**src/rtl/sram_wr_pkg.sv**
```systemverilog
// Shared sizing constants, FSM state type and length clamp for the scratch-SRAM write sequencer.
// Latency: n/a (declarations only).
// Backpressure: n/a.
package sram_wr_pkg;

    // Default array geometry: 64 banks x 128 words
    localparam int NUM_BANK   = 64;
    localparam int ADDR_W     = 7;

    // One full pass covers every word of every bank
    localparam int SRAM_WORDS = 8192;

    // Width of the length/count fields (holds 0..8192)
    localparam int CNT_W      = 14;

    typedef enum logic [1:0] {
        IDLE = 2'd0,
        FILL = 2'd1,
        DONE = 2'd2
    } wr_state_t;

    // Requests longer than the array saturate to a full pass
    function automatic logic [CNT_W-1:0] clamp_len(input logic [CNT_W-1:0] l);
        return (l > CNT_W'(SRAM_WORDS)) ? CNT_W'(SRAM_WORDS) : l;
    endfunction

endpackage

```
**src/rtl/sram_wr_addr_cnt.sv**
```systemverilog
// Bank/address/word counters walking the array bank-major: banks 0..N-1 at one address, then next address.
// Latency: counters update on the edge after clear/advance; last is combinational from the count.
// Backpressure: none; the owner only advances on an accepted word.
module sram_wr_addr_cnt #(
    parameter int NUM_BANK = sram_wr_pkg::NUM_BANK,
    parameter int ADDR_W   = sram_wr_pkg::ADDR_W,
    parameter int BANK_W   = (NUM_BANK > 1) ? $clog2(NUM_BANK) : 1
) (
    input  logic                          clk,
    input  logic                          rst_n,
    input  logic                          clear_i,
    input  logic                          advance_i,
    input  logic [sram_wr_pkg::CNT_W-1:0] len_i,
    output logic [BANK_W-1:0]             bank_o,
    output logic [ADDR_W-1:0]             addr_o,
    output logic                          last_o
);
    import sram_wr_pkg::*;

    logic [BANK_W-1:0] bank_q,  bank_d;
    logic [ADDR_W-1:0] addr_q,  addr_d;
    logic [CNT_W-1:0]  count_q, count_d;

    // Next-state: clear wins; otherwise step bank, and step address when the last bank is passed
    always_comb begin
        bank_d  = bank_q;
        addr_d  = addr_q;
        count_d = count_q;
        if (clear_i) begin
            bank_d  = '0;
            addr_d  = '0;
            count_d = '0;
        end else if (advance_i) begin
            count_d = count_q + 1'b1;
            if (bank_q == BANK_W'(NUM_BANK - 1)) begin
                bank_d = '0;
                // Address wraps to 0 only after the final word of a full pass
                addr_d = addr_q + 1'b1;
            end else begin
                bank_d = bank_q + 1'b1;
            end
        end
    end

    // Counter registers
    always_ff @(posedge clk or negedge rst_n) begin
        if (!rst_n) begin
            bank_q  <= '0;
            addr_q  <= '0;
            count_q <= '0;
        end else begin
            bank_q  <= bank_d;
            addr_q  <= addr_d;
            count_q <= count_d;
        end
    end

    assign bank_o = bank_q;
    assign addr_o = addr_q;
    // The word being offered now is the final one of the pass
    assign last_o = (count_q == (len_i - CNT_W'(1)));

endmodule

```
**src/rtl/sram_write_ctrl.sv**
```systemverilog
// Write-side sequencer: spreads a valid/ready word stream round-robin over the scratch-SRAM banks; SRAM_WR_ABORT_EN adds an abort input.
// Latency: start->in_ready 1 cycle; accept->bank write strobe 1 cycle; last accept->done 1 cycle (with final strobe).
// Backpressure: in_ready is high only in FILL; held-off words are simply not accepted and no strobe issues.
module sram_write_ctrl #(
    parameter int NUM_BANK = sram_wr_pkg::NUM_BANK,
    parameter int ADDR_W   = sram_wr_pkg::ADDR_W,
    parameter int DATA_W   = 32
) (
    input  logic                          clk,
    input  logic                          rst_n,
    input  logic                          start,
    input  logic [sram_wr_pkg::CNT_W-1:0] len,
    input  logic                          in_valid,
    input  logic [DATA_W-1:0]             in_data,
`ifdef SRAM_WR_ABORT_EN
    input  logic                          abort,
`endif
    output logic                          in_ready,
    output logic                          input_rw_select      [0:NUM_BANK-1],
    output logic [ADDR_W-1:0]             input_SRAM_A_write   [0:NUM_BANK-1],
    output logic                          input_SRAM_CEN_write [0:NUM_BANK-1],
    output logic                          SRAM_WEN             [0:NUM_BANK-1],
    output logic [DATA_W-1:0]             SRAM_D,
    output logic                          busy,
    output logic                          done
);
    import sram_wr_pkg::*;

    localparam int BANK_W = (NUM_BANK > 1) ? $clog2(NUM_BANK) : 1;

    wr_state_t         state_q, state_d;
    logic [CNT_W-1:0]  len_q,   len_d;

    logic              accept;
    logic              cnt_clear;
    logic [BANK_W-1:0] cur_bank;
    logic [ADDR_W-1:0] cur_addr;
    logic              cur_last;
    logic              abort_req;

    // Registered per-bank write-issue stage
    logic              rw_sel_q [0:NUM_BANK-1];
    logic              cen_q    [0:NUM_BANK-1];
    logic              wen_q    [0:NUM_BANK-1];
    logic [ADDR_W-1:0] a_q      [0:NUM_BANK-1];
    logic [DATA_W-1:0] d_q;
    logic              wr_hit_d [0:NUM_BANK-1];

`ifdef SRAM_WR_ABORT_EN
    assign abort_req = abort;
`else
    assign abort_req = 1'b0;
`endif

    assign accept = in_valid & in_ready;

    sram_wr_addr_cnt #(
        .NUM_BANK (NUM_BANK),
        .ADDR_W   (ADDR_W),
        .BANK_W   (BANK_W)
    ) u_cnt (
        .clk       (clk),
        .rst_n     (rst_n),
        .clear_i   (cnt_clear),
        .advance_i (accept),
        .len_i     (len_q),
        .bank_o    (cur_bank),
        .addr_o    (cur_addr),
        .last_o    (cur_last)
    );

    // FSM next-state and handshake outputs
    always_comb begin
        state_d   = state_q;
        len_d     = len_q;
        in_ready  = 1'b0;
        busy      = 1'b0;
        done      = 1'b0;
        cnt_clear = 1'b0;
        unique case (state_q)
            IDLE: begin
                if (start) begin
                    len_d     = clamp_len(len);
                    cnt_clear = 1'b1;
                    state_d   = (clamp_len(len) == '0) ? DONE : FILL;
                end
            end
            FILL: begin
                in_ready = 1'b1;
                busy     = 1'b1;
                // Abort beats a final accept so done is never pulsed on abort
                if (abort_req) begin
                    state_d = IDLE;
                end else if (accept && cur_last) begin
                    state_d = DONE;
                end
            end
            DONE: begin
                done    = 1'b1;
                state_d = IDLE;
            end
            default: begin
                state_d = IDLE;
            end
        endcase
    end

    // FSM state and latched pass length
    always_ff @(posedge clk or negedge rst_n) begin
        if (!rst_n) begin
            state_q <= IDLE;
            len_q   <= '0;
        end else begin
            state_q <= state_d;
            len_q   <= len_d;
        end
    end

    // Decode which single bank the accepted word targets
    always_comb begin
        for (int b = 0; b < NUM_BANK; b++) begin
            wr_hit_d[b] = accept && (cur_bank == BANK_W'(b));
        end
    end

    // Issue stage: strobe only the hit bank; idle banks stay on the read path, addresses and data hold
    always_ff @(posedge clk or negedge rst_n) begin
        if (!rst_n) begin
            for (int b = 0; b < NUM_BANK; b++) begin
                rw_sel_q[b] <= 1'b0;
                cen_q[b]    <= 1'b1;
                wen_q[b]    <= 1'b1;
                a_q[b]      <= '0;
            end
            d_q <= '0;
        end else begin
            for (int b = 0; b < NUM_BANK; b++) begin
                rw_sel_q[b] <= wr_hit_d[b];
                cen_q[b]    <= ~wr_hit_d[b];
                wen_q[b]    <= ~wr_hit_d[b];
                if (wr_hit_d[b]) begin
                    a_q[b] <= cur_addr;
                end
            end
            if (accept) begin
                d_q <= in_data;
            end
        end
    end

    assign input_rw_select      = rw_sel_q;
    assign input_SRAM_CEN_write = cen_q;
    assign SRAM_WEN             = wen_q;
    assign input_SRAM_A_write   = a_q;
    assign SRAM_D               = d_q;

endmodule

```
**config.mk**
```make
export PLATFORM = sky130hd
export DESIGN_NAME = sram_write_ctrl
export DESIGN_NICKNAME = d
export VERILOG_FILES = /design/src/rtl/sram_wr_pkg.sv /design/src/rtl/sram_wr_addr_cnt.sv /design/src/rtl/sram_write_ctrl.sv
export SDC_FILE = /design/constraint.sdc
export NUM_CORES = 1
export LEC_CHECK = 0
export ABC_AREA = 1
export CAP_MARGIN = 10
export CORE_AREA = 2 2 284 286
export CTS_CLUSTER_DIAMETER = 50
export DETAILED_ROUTE_END_ITERATION = 12
export DIE_AREA = 0 0 286 288
export RECOVER_POWER = 50
export SYNTH_ARGS = -nofsm -noshare
export SYNTH_HDL_FRONTEND = slang
export SYNTH_SLANG_ARGS = --single-unit
```
**constraint.sdc**
```tcl
create_clock -name clk -period 4.75 [get_ports clk]
set_input_delay 0.7125 -clock clk [delete_from_list [all_inputs] [get_ports clk]]
set_output_delay 0.7125 -clock clk [all_outputs]
set_load 0.02 [all_outputs]
```
* After elaboration in Yosys (flattened, before gate mapping)
Cells that the tools add are included.
Widths: inputs -> output; s select.
** Word-level totals
- Flip-flop bits (word level) :: 651
** Cells by class
- Reduce and logical (&&, ||, !) cells :: 73
- Order comparisons :: 1
- Multiplexer cells :: 17
- Eq/ne operators :: 68
- Bitwise operators :: 65
- Add/subtract/negate cells :: 4
** Operators with widths (count)
- $eq 6x6->1 const B :: 32
- $eq 6x5->1 const B :: 16
- $logic_and 1x1->1 :: 65
- $not 1->1 :: 64
- $eq 6x4->1 const B :: 8
- $mux 14 :: 3
- $eq 6x3->1 const B :: 4
- $mux 7 :: 3
- $mux 6 :: 3
- $add 14x1->14 const B :: 1
- $eq 14x14->1 :: 1
- $gt 14x14->1 const B :: 1
- $logic_not 14->1 :: 1
- $sub 14x1->14 const B :: 1
- $eq 6x2->1 const B :: 2
- $add 7x1->7 const B :: 1
- $add 6x1->6 const B :: 1
- $eq 6x1->1 const B :: 1
- $logic_not 6->1 :: 1
- $mux 2 :: 3
- $reduce_and 2->1 :: 3
- $mux 1 :: 4
- $ne 2x2->1 const B :: 2
- $pmux 2 s2 :: 1
- other kinds (5) :: 6

* Logic depth before layout (Yosys ltp)
Gate-level depths: netlist of the first run.
- Depth in word-level cells :: 6
- Depth in mapped cells :: 14
- Mapped depth without buffers :: 14

* Cells and area by module
A second synthesis of the first run with hierarchy kept.
** Second synthesis, totals
- Cells, all modules :: 2314
- Area total of the unflattened synthesis :: 24462.2 µm²
** Modules (own cells, without submodules)
- sram_write_ctrl :: sequential area each 15695.1 µm², instances 1, area an instance 22539.1 µm², cells an instance 2049
- sram_wr_addr_cnt :: sequential area each 675.6 µm², instances 1, area an instance 1923.1 µm², cells an instance 265

* Worst setup path after synthesis of the first run
Ideal clock, no wire load.
- Path type :: input to register
- Start :: in in_valid
- End :: reg a_q (netlist bit input_SRAM_A_write[75])
- Arrival :: 1806 ps
- Stages :: 11
- Data required time :: 4621 ps
- Setup time :: 129 ps
- Slack :: 2815 ps
- Cell sequence :: inv_1 -> nor2_8 -> nand2_2 -> nor2_2 -> inv_2 -> buf_6 -> nor2_4 -> inv_2 -> buf_6 -> nand2_1 -> o21ai_2
** RTL lines
- from (decl) :: line sram_write_ctrl.sv:13 : input logic in_valid,
- to (signal, indexed assignment) :: line sram_write_ctrl.sv:142 : a_q[b] <= cur_addr;
- to (decl) :: line sram_write_ctrl.sv:45 : logic [ADDR_W-1:0] a_q [0:NUM_BANK-1];

==> summary.md, run 1 <==
| Metric | Value |
|---|---|
| Cell area power density | `between 400 and 500 mW/mm^2` |
| Post-route DRC | `0` |
| Synth Cell Area | `0.0245 mm^2` |
| Wire length of the first global-routing pass | `around 120000 um` |
| Proportion of layout cells with a drive suffix above 1 | `8.53%` |
| Vias in the first global route | `around 18000` |
| Number of endpoints with negative hold slack in the final report | `0` |
| Routed wire length per instance | `about 20 um` |
| Post-cts sizing count | `0` |
| Prevailing post-synth register cell | `sky130_fd_sc_hd__dfrtp_1` |
| Buf/Inv on CP | `2` |
| Placer congestion estimate | `0.814` |
| Largest stage delay on the critical path | `2030 ps` |
| Final-layout worst hold slack | `468 ps` |
| Skew final | `about 35 ps` |
| Top fanout value on the critical path | `around 100` |
| I/O Pins | `~730` |
| Footprint of the flip-flops and latches | `~0.016 mm^2` |
| Delay-heaviest family, CP | `buffers and inverters` |
| Number of warnings printed during yosys synthesis | `0` |
| Critical Path, Cell by Cell | `clkbuf_2 > clkbuf_2` |
| Hold-fix buffers, CTS | `0` |
| Library cell occupying the most area in the post-synthesis netlist | `sky130_fd_sc_hd__dfrtp_1` |
| I/O Buffers | `~720` |
| Basic-gate share of the synthesized area counting and, or, nand and nor cells | `~15%` |
| Post-placement cell area | `0.0321 mm^2` |
| Post-synthesis share of cell area spent on full adders, half adders and majority gates | `less than 1%` |
| Largest family of logic cells by synthesized area | `simple AND/OR/NAND/NOR gates` |
| Slew at the pin closest to its max-slew limit | `approximately 3000 ps` |
| Share of flip-flops with an asynchronous set or reset | `100%` |
| Count of antenna diodes in the layout | `0` |
| Antenna violations before repair | `4` |
| Die span in y | `roughly 290 um` |
| Final setup viols | `0` |
| Core area | `between 0.07 and 0.08 mm^2` |
| Core utilization of the finished layout | `43.5%` |
| Pin count of the biggest net entering global routing | `roughly 130` |
| Multiplexer share of the synthesized area | `0%` |
| Final critical-path share of the clock period | `66.5%` |
| Worst-skew pair later-pin latency | `630 ps` |
| Synthesis-stage register bit count | `between 600 and 700` |
| Data required time of the worst path | `approximately 5400 ps` |
| Final count of pins violating max slew | `101` |
| Gate Count Post-Synth | `between 2000 and 2500` |
| All-Layer GR Usage | `19.7%` |
| Remaining number of nets flagged by the antenna check after routing | `0` |
| H-tree levels | `3` |
| Max IR drop VDD | `around 0.31 mV` |
| DR vias | `about 18000` |
| Root Buffer Master | `sky130_fd_sc_hd__clkbuf_16` |
| Post-detailed-route via-to-cell ratio | `about 4.5` |
| Count of clock tree sinks | `651` |
| Number of nets produced by synthesis | `2406` |
| Multi-input combinational cell area | `a little over 0.006 mm^2` |
| Estimated wirelength of the detail-placed design | `~56000 um` |
| Total gr overflow | `0` |
| Fill cells | `~7700` |
| Deepest clock path buffer count | `3` |
| DP Worst Slack | `1730 ps` |
| Share of the synthesized area in compound gates (AO/OA/AOI/OAI) | `a little over a tenth` |
| Clock buffers created by TritonCTS | `slightly above 80` |
| Most used cell along the critical path | `sky130_fd_sc_hd__clkbuf_2` |
| Starting density of the core | `between 30% and 40%` |
| Cell at the slowest stage of the critical path | `sky130_fd_sc_hd__clkbuf_2` |
| Total die area | `around 0.082 mm^2` |
| Final sum of negative setup slack | `0 ps` |
| Number of design-rule violations left by the first detailed-router iteration | `between 1000 and 1500` |
| Width of the die | `286 um` |
| CTS tree | `yes` |
| Layout area overhead | `41.7%` |
| Kind of critical path | `in2async` |
| Fraction of synthesized cell area in xor and xnor cells | `less than 1%` |
| Relative max-transition margin | `-99.9%` |
| Post-layout min period | `3160 ps` |
| Setup repair after global routing missed its margin | `false` |
| Area share of the largest cell type after synthesis | `around three fifths` |
| Endpoint class of the critical path | `async pin` |
| Worst min path class | `reg2reg` |
| TritonRoute pass-1 iters | `5` |
| Top cells by area, synth | `sky130_fd_sc_hd__dfrtp_1, sky130_fd_sc_hd__nand2_1, sky130_fd_sc_hd__dfstp_2` |
| Timing-limited maximum frequency | `around 320 MHz` |
| Clock slew seen by the registers of the worst setup and hold paths | `~50 ps` |
| Endpoint arrival time on the critical path | `3800 ps` |
| Number of synthesized flops with an enable pin | `0` |
| Leakage power | `14.9 nW` |
| Run status | `finished with violations` |
| Violated checks | `max-capacitance violations, max-slew violations` |
| Number of setup buffers added after CTS | `0` |
| Cell Rows | `104` |
| Total routed wirelength | `roughly 83000 um` |
| Critical Path Start Type | `primary input` |
| Number of different library cells in the post-synthesis netlist | `39` |
| Setup slack after layout | `about 1600 ps` |
| Post-Syn Area per Cell | `10.4 um^2` |
| Design area | `0.0347 mm^2` |
| Number of nets in the finished design | `between 3000 and 4000` |
| Share of the yosys chip area belonging to registers | `between 60 and 70%` |
| Maxcap violations | `1` |
==> synth_stat cells (all sizes together) (6+ instances only) <==
cell type  number
nand3          33
nand4           6
dfstp          64
ha              7
buf           131
xnor2           9
o21ai         471
dfrtp         587
a21oi          17
nor3           12
inv           138
nand2         649
clkbuf         64
nor2          141
==> kinds of logic (layout without fill, tap and decap cells) <==
| logic type | Yosys count | count (layout) |
|---|---|---|
| simple gates | 847 | 847 |
| flops | 651 | 651 |
| compound gates | 497 | 497 |
| buf+inv | 335 | 1044 |
| xor+xnor | 12 | 12 |
| fa+ha+maj | 7 | 7 |
==> flip-flops by register name (all words and copies together), names as in the netlist <==
register            count
u_cnt.bank_o            6
SRAM_WEN               64
len_q                  14
u_cnt.count_q          14
SRAM_D                 32
input_rw_select        64
input_SRAM_A_write    448
state_q                 2
u_cnt.addr_o            7
==> final timing paths <==
check                      startpoint                 endpoint  slack (ps)  cells past startpoint
max                             rst_n   input_SRAM_A_write[10]        1590                      2
min                        SRAM_D[12]               SRAM_D[12]         470                      2
max reg2reg                state_q[1]  input_SRAM_A_write[117]        1780                      8
min reg2reg                SRAM_D[12]               SRAM_D[12]         470                      2
max in group clk                start                 len_q[3]        1600                      8
min in group asynchronous       rst_n               SRAM_D[25]        1030                      1
==> stage by stage <==
step	power (mW)	instances
5_1_grt	15.3	4118
3_3_place_gp	8.28	3964
3_5_place_dp	8.29	3964
2_1_floorplan	7.31	2349
6_report	14.6	4118
4_1_cts	14.9	4118
==> per-layer routing <==
layer  track usage [%]  vias to the layer above  share of wire [%]
li1                  -                     8754                  -
met1              25.3                     8951                 43
met2              32.7                      581                 48
met3              5.36                      109                7.0
met4              5.37                        0                2.4
met5                 0                        -                  0
==> final cells by class <==
type | instances | area share (%)
Inverter | 140 | 1.53
Sequential cell | 651 | 47.2
Clock inverter | 52 | 1.79
Timing Repair Buffer | 750 | 21.5
Multi-Input combinational cell | 1363 | 17.6
Clock buffer | 102 | 6.55
Tap cell | 1060 | 3.83
==> power by group <==
part	total, mW	switching (mW)	internal, mW
Combinational	2.06	1.31	0.749
Clock	6.49	2.63	3.86
Sequential	6.05	0.205	5.84
==> layout by cell type (no fill, tap or decap), types with 6 or more instances in the layout <==
master / n
sky130_fd_sc_hd__nor3_1: 11
sky130_fd_sc_hd__clkbuf_1: 14
sky130_fd_sc_hd__nand4_1: 6
sky130_fd_sc_hd__nand2_1: 648
sky130_fd_sc_hd__bufinv_16: 7
sky130_fd_sc_hd__clkdlybuf4s50_1: 720
sky130_fd_sc_hd__nor2_1: 128
sky130_fd_sc_hd__o21ai_1: 75
sky130_fd_sc_hd__o21ai_2: 7
sky130_fd_sc_hd__clkinv_4: 6
sky130_fd_sc_hd__clkinvlp_4: 6
sky130_fd_sc_hd__xnor2_1: 9
sky130_fd_sc_hd__o21ai_0: 389
sky130_fd_sc_hd__inv_6: 9
sky130_fd_sc_hd__inv_1: 132
sky130_fd_sc_hd__clkbuf_16: 83
sky130_fd_sc_hd__nand3_1: 33
sky130_fd_sc_hd__clkinv_2: 18
sky130_fd_sc_hd__dfrtp_1: 587
sky130_fd_sc_hd__buf_4: 12
sky130_fd_sc_hd__clkbuf_8: 12
sky130_fd_sc_hd__a21oi_1: 17
sky130_fd_sc_hd__ha_1: 7
sky130_fd_sc_hd__dfstp_2: 64
sky130_fd_sc_hd__nor2_4: 11
(Power assumes the default switching activity.)
==> run 2, diff against run 1 <==
Clock period 4.75 ns to 3 ns, I/O delays scaled along.
==> run 2 against run 1 <==
Compared with the run above: sequential power increased by 58%; the flow now finishes without violations; final cell count increased by 0.61%; largest cell class unchanged; hold slack got worse by 100 ps; highest routed layer unchanged.
==> summary.md, run 2 (synthesis results as in run 1) <==
| Metric | Value |
|---|---|
| Run status | `finished, final reports clean` |
| DP Worst Slack | `210 ps (-1520 ps)` |
| Antenna violations before repair | `3 (-1)` |
| Pin count of the biggest net entering global routing | `88 (-30%)` |
| Clock slew seen by the registers of the worst setup and hold paths | `60 ps (about the same)` |
| Setup slack after layout | `528 ps (-1060 ps)` |
| Routed wire length per instance | `20.1 um (-0.53%)` |
| Fill cells | `7725 (-0.052%)` |
| H-tree levels | `3 (unchanged)` |
| Relative max-transition margin | `8.75% (+110 points)` |
| Top fanout value on the critical path | `15 (-85%)` |
| Endpoint arrival time on the critical path | `3020 ps (-780 ps)` |
| Deepest clock path buffer count | `3 (unchanged)` |
| Final critical-path share of the clock period | `82.4%` |
| Total gr overflow | `0 (unchanged)` |
| Largest stage delay on the critical path | `430 ps (-1600 ps)` |
| Termination of the worst setup path | `input_SRAM_A_write[82]` |
| Overall power of the completed layout | `23.2 mW (+59%)` |
| Non-Filler Instances | `4143 (+0.61%)` |
| I/O Buffers | `724 (unchanged)` |
| Final-layout worst hold slack | `366 ps (-102 ps)` |
| Cell at the slowest stage of the critical path | `sky130_fd_sc_hd__dfrtp_1` |
| Remaining number of nets flagged by the antenna check after routing | `0 (unchanged)` |
| Number of endpoints with negative hold slack in the final report | `0 (unchanged)` |
| Wire length of the first global-routing pass | `122000 um (+0.63%)` |
| FF-to-FF Start | `u_cnt.bank_o[0]` |
| Post-route DRC | `0 (unchanged)` |
| Number of nets in the finished design | `3068 (+0.76%)` |
| Worst-skew pair later-pin latency | `640 ps (about the same)` |
| DR vias | `18500 (+0.73%)` |
| Post-layout min period | `roughly 2500 ps` |
| Number of setup buffers added after CTS | `0 (unchanged)` |
| Flip-flop count of the largest register, all copies and words added | `448 (unchanged)` |
| Data required time of the worst path | `3550 ps (-1840 ps)` |
| Total routed wirelength | `83100 um (about the same)` |
| All-Layer GR Usage | `19.7% (+0.046 points)` |
| Number of design-rule violations left by the first detailed-router iteration | `1300 (-0.76%)` |
| Die span in y | `288 um (unchanged)` |
| Cell area power density | `665 mW/mm^2 (+58%)` |
| Final sum of negative setup slack | `0 ps (unchanged)` |
| Cell Rows | `104 (unchanged)` |
| Multi-input combinational cell area | `0.00611 mm^2 (about the same)` |
| Skew final | `32.4 ps (-2.33 ps)` |
| Post-placement cell area | `0.0324 mm^2 (+0.96%)` |
| Most used cell along the critical path | `sky130_fd_sc_hd__inv_1` |
| TritonRoute pass-1 iters | `5 (unchanged)` |
| Final setup viols | `0 (unchanged)` |
| Root Buffer Master | `sky130_fd_sc_hd__clkbuf_16` |
| Footprint of the flip-flops and latches | `0.0164 mm^2 (unchanged)` |
| Critical Path Start Type | `flop` |
| Starting density of the core | `30.7% (unchanged)` |
| Kind of critical path | `reg2reg` |
| Placer congestion estimate | `0.798 (-2.1%)` |
| Capture point of the worst reg-to-reg path | `input_SRAM_A_write[82]` |
| Proportion of layout cells with a drive suffix above 1 | `8.76% (+0.23 points)` |
| Timing-limited maximum frequency | `404 MHz` |
| Most frequent standard cell in the layout excluding fill and tap cells | `sky130_fd_sc_hd__nand2_1` |
| Design area | `0.0349 mm^2 (+0.79%)` |
| R2r setup slk | `530 ps (-1250 ps)` |
| Estimated wirelength of the detail-placed design | `58300 um (+3.8%)` |
| Core utilization of the finished layout | `43.9% (+0.34 points)` |
| Register-to-Register Path Depth | `10 (+2)` |
| Post-detailed-route via-to-cell ratio | `4.47 (+0.12%)` |
| Setup repair after global routing missed its margin | `false` |
| Top library cells by usage in the layout, fill and taps aside | `sky130_fd_sc_hd__nand2_1, sky130_fd_sc_hd__clkdlybuf4s50_1, sky130_fd_sc_hd__dfrtp_1, sky130_fd_sc_hd__o21ai_0, sky130_fd_sc_hd__o21ai_1` |
| CTS tree | `yes` |
| Count of clock tree sinks | `651 (unchanged)` |
| Dpl cells | `3985 (+0.53%)` |
| Core area | `0.0796 mm^2 (unchanged)` |
| Leakage power | `15.4 nW (+2.8%)` |
| Slew at the pin closest to its max-slew limit | `1370 ps (-1630 ps)` |
| Width of the die | `286 um (unchanged)` |
| Final count of pins violating max slew | `0 (-100%)` |
| Launching element of the worst setup path | `u_cnt.bank_o[0]` |
| Total die area | `0.0824 mm^2 (unchanged)` |
| Worst min path class | `in2reg` |
| I/O Pins | `725 (unchanged)` |
| Hold-critical path depth | `3 (+1)` |
| Critical Path, Cell by Cell | `inv_1 > ha_1 > inv_1 > nor2_1 > inv_1 > clkbuf_1 > nor2_1 > inv_1 > nand2_1 > o21ai_1` |
| Endpoint class of the critical path | `flop` |
| Maxcap violations | `0 (-1)` |
| Max IR drop VDD | `0.443 mV (+42%)` |
| Clock buffers created by TritonCTS | `83 (+1.2%)` |
| Layout area overhead | `42.8%` |
| Vias in the first global route | `18300 (+1.5%)` |
[run 2: cell types whose count changed in the layout (fill, tap and decap cells not counted), sizes merged, moves of 4 or more]
cell,previous run,this run
buf,15,25
clkbuf,114,132
clkdlybuf4s50,720,622
dlygate4sd3,3,102
inv,151,147
[run 2: routing by layer]
layer  wire, um  global-route usage, %  share of wire (%)
met3       5780                   4.88                6.9
met5          0                      0                  0
met2      40200                   32.9                 48
met4       2090                   6.24                2.5
met1      35100                   25.2                 42
[run 2: critical path, delay by kind of cell, from the launching register on]
kind,cells,cell delay (ps)
AND/OR/NAND/NOR,3,360
adder cells (fa/ha/maj),1,210
AO/OA/AOI/OAI,1,100
flip-flops,1,430
buffers and inverters,5,1290
[run 2: what timing repair did]
| item | CTS | global route |
|---|---|---|
| hold buffers | 1 | 0 |
| setup endpoints to repair | 0 | 0 |
| resized for setup | 0 | 0 |
| endpoints found under the hold margin | 38 | 0 |
[run 2: area by class of cell]
class / count / share of cell area [%]
Clock buffer: 109 / 6.54
Clock inverter: 46 / 1.82
Sequential cell: 651 / 46.9
Multi-Input combinational cell: 1363 / 17.5
Antenna cell: 2 / 0.0143
Timing Repair Buffer: 772 / 22.0
Tap cell: 1060 / 3.80
Inverter: 140 / 1.52
[run 2: power breakdown]
| part | total (mW) | switching (mW) | internal (mW) | leakage [nW] |
|---|---|---|---|---|
| clock network | 10.3 | 4.08 | 6.27 | 1.42 |
| registers | 9.57 | 0.317 | 9.26 | 8.80 |
| logic | 3.31 | 2.12 | 1.19 | 5.15 |
[run 2: worst min path at each step]
stage | endpoint | start
after detailed placement | state_q[0] | rst_n
after floorplan | SRAM_D[0] | rst_n
after global routing | SRAM_D[26] | in_data[26]
after global placement | state_q[0] | rst_n
after CTS | state_q[0] | rst_n
final | SRAM_D[24] | in_data[24]
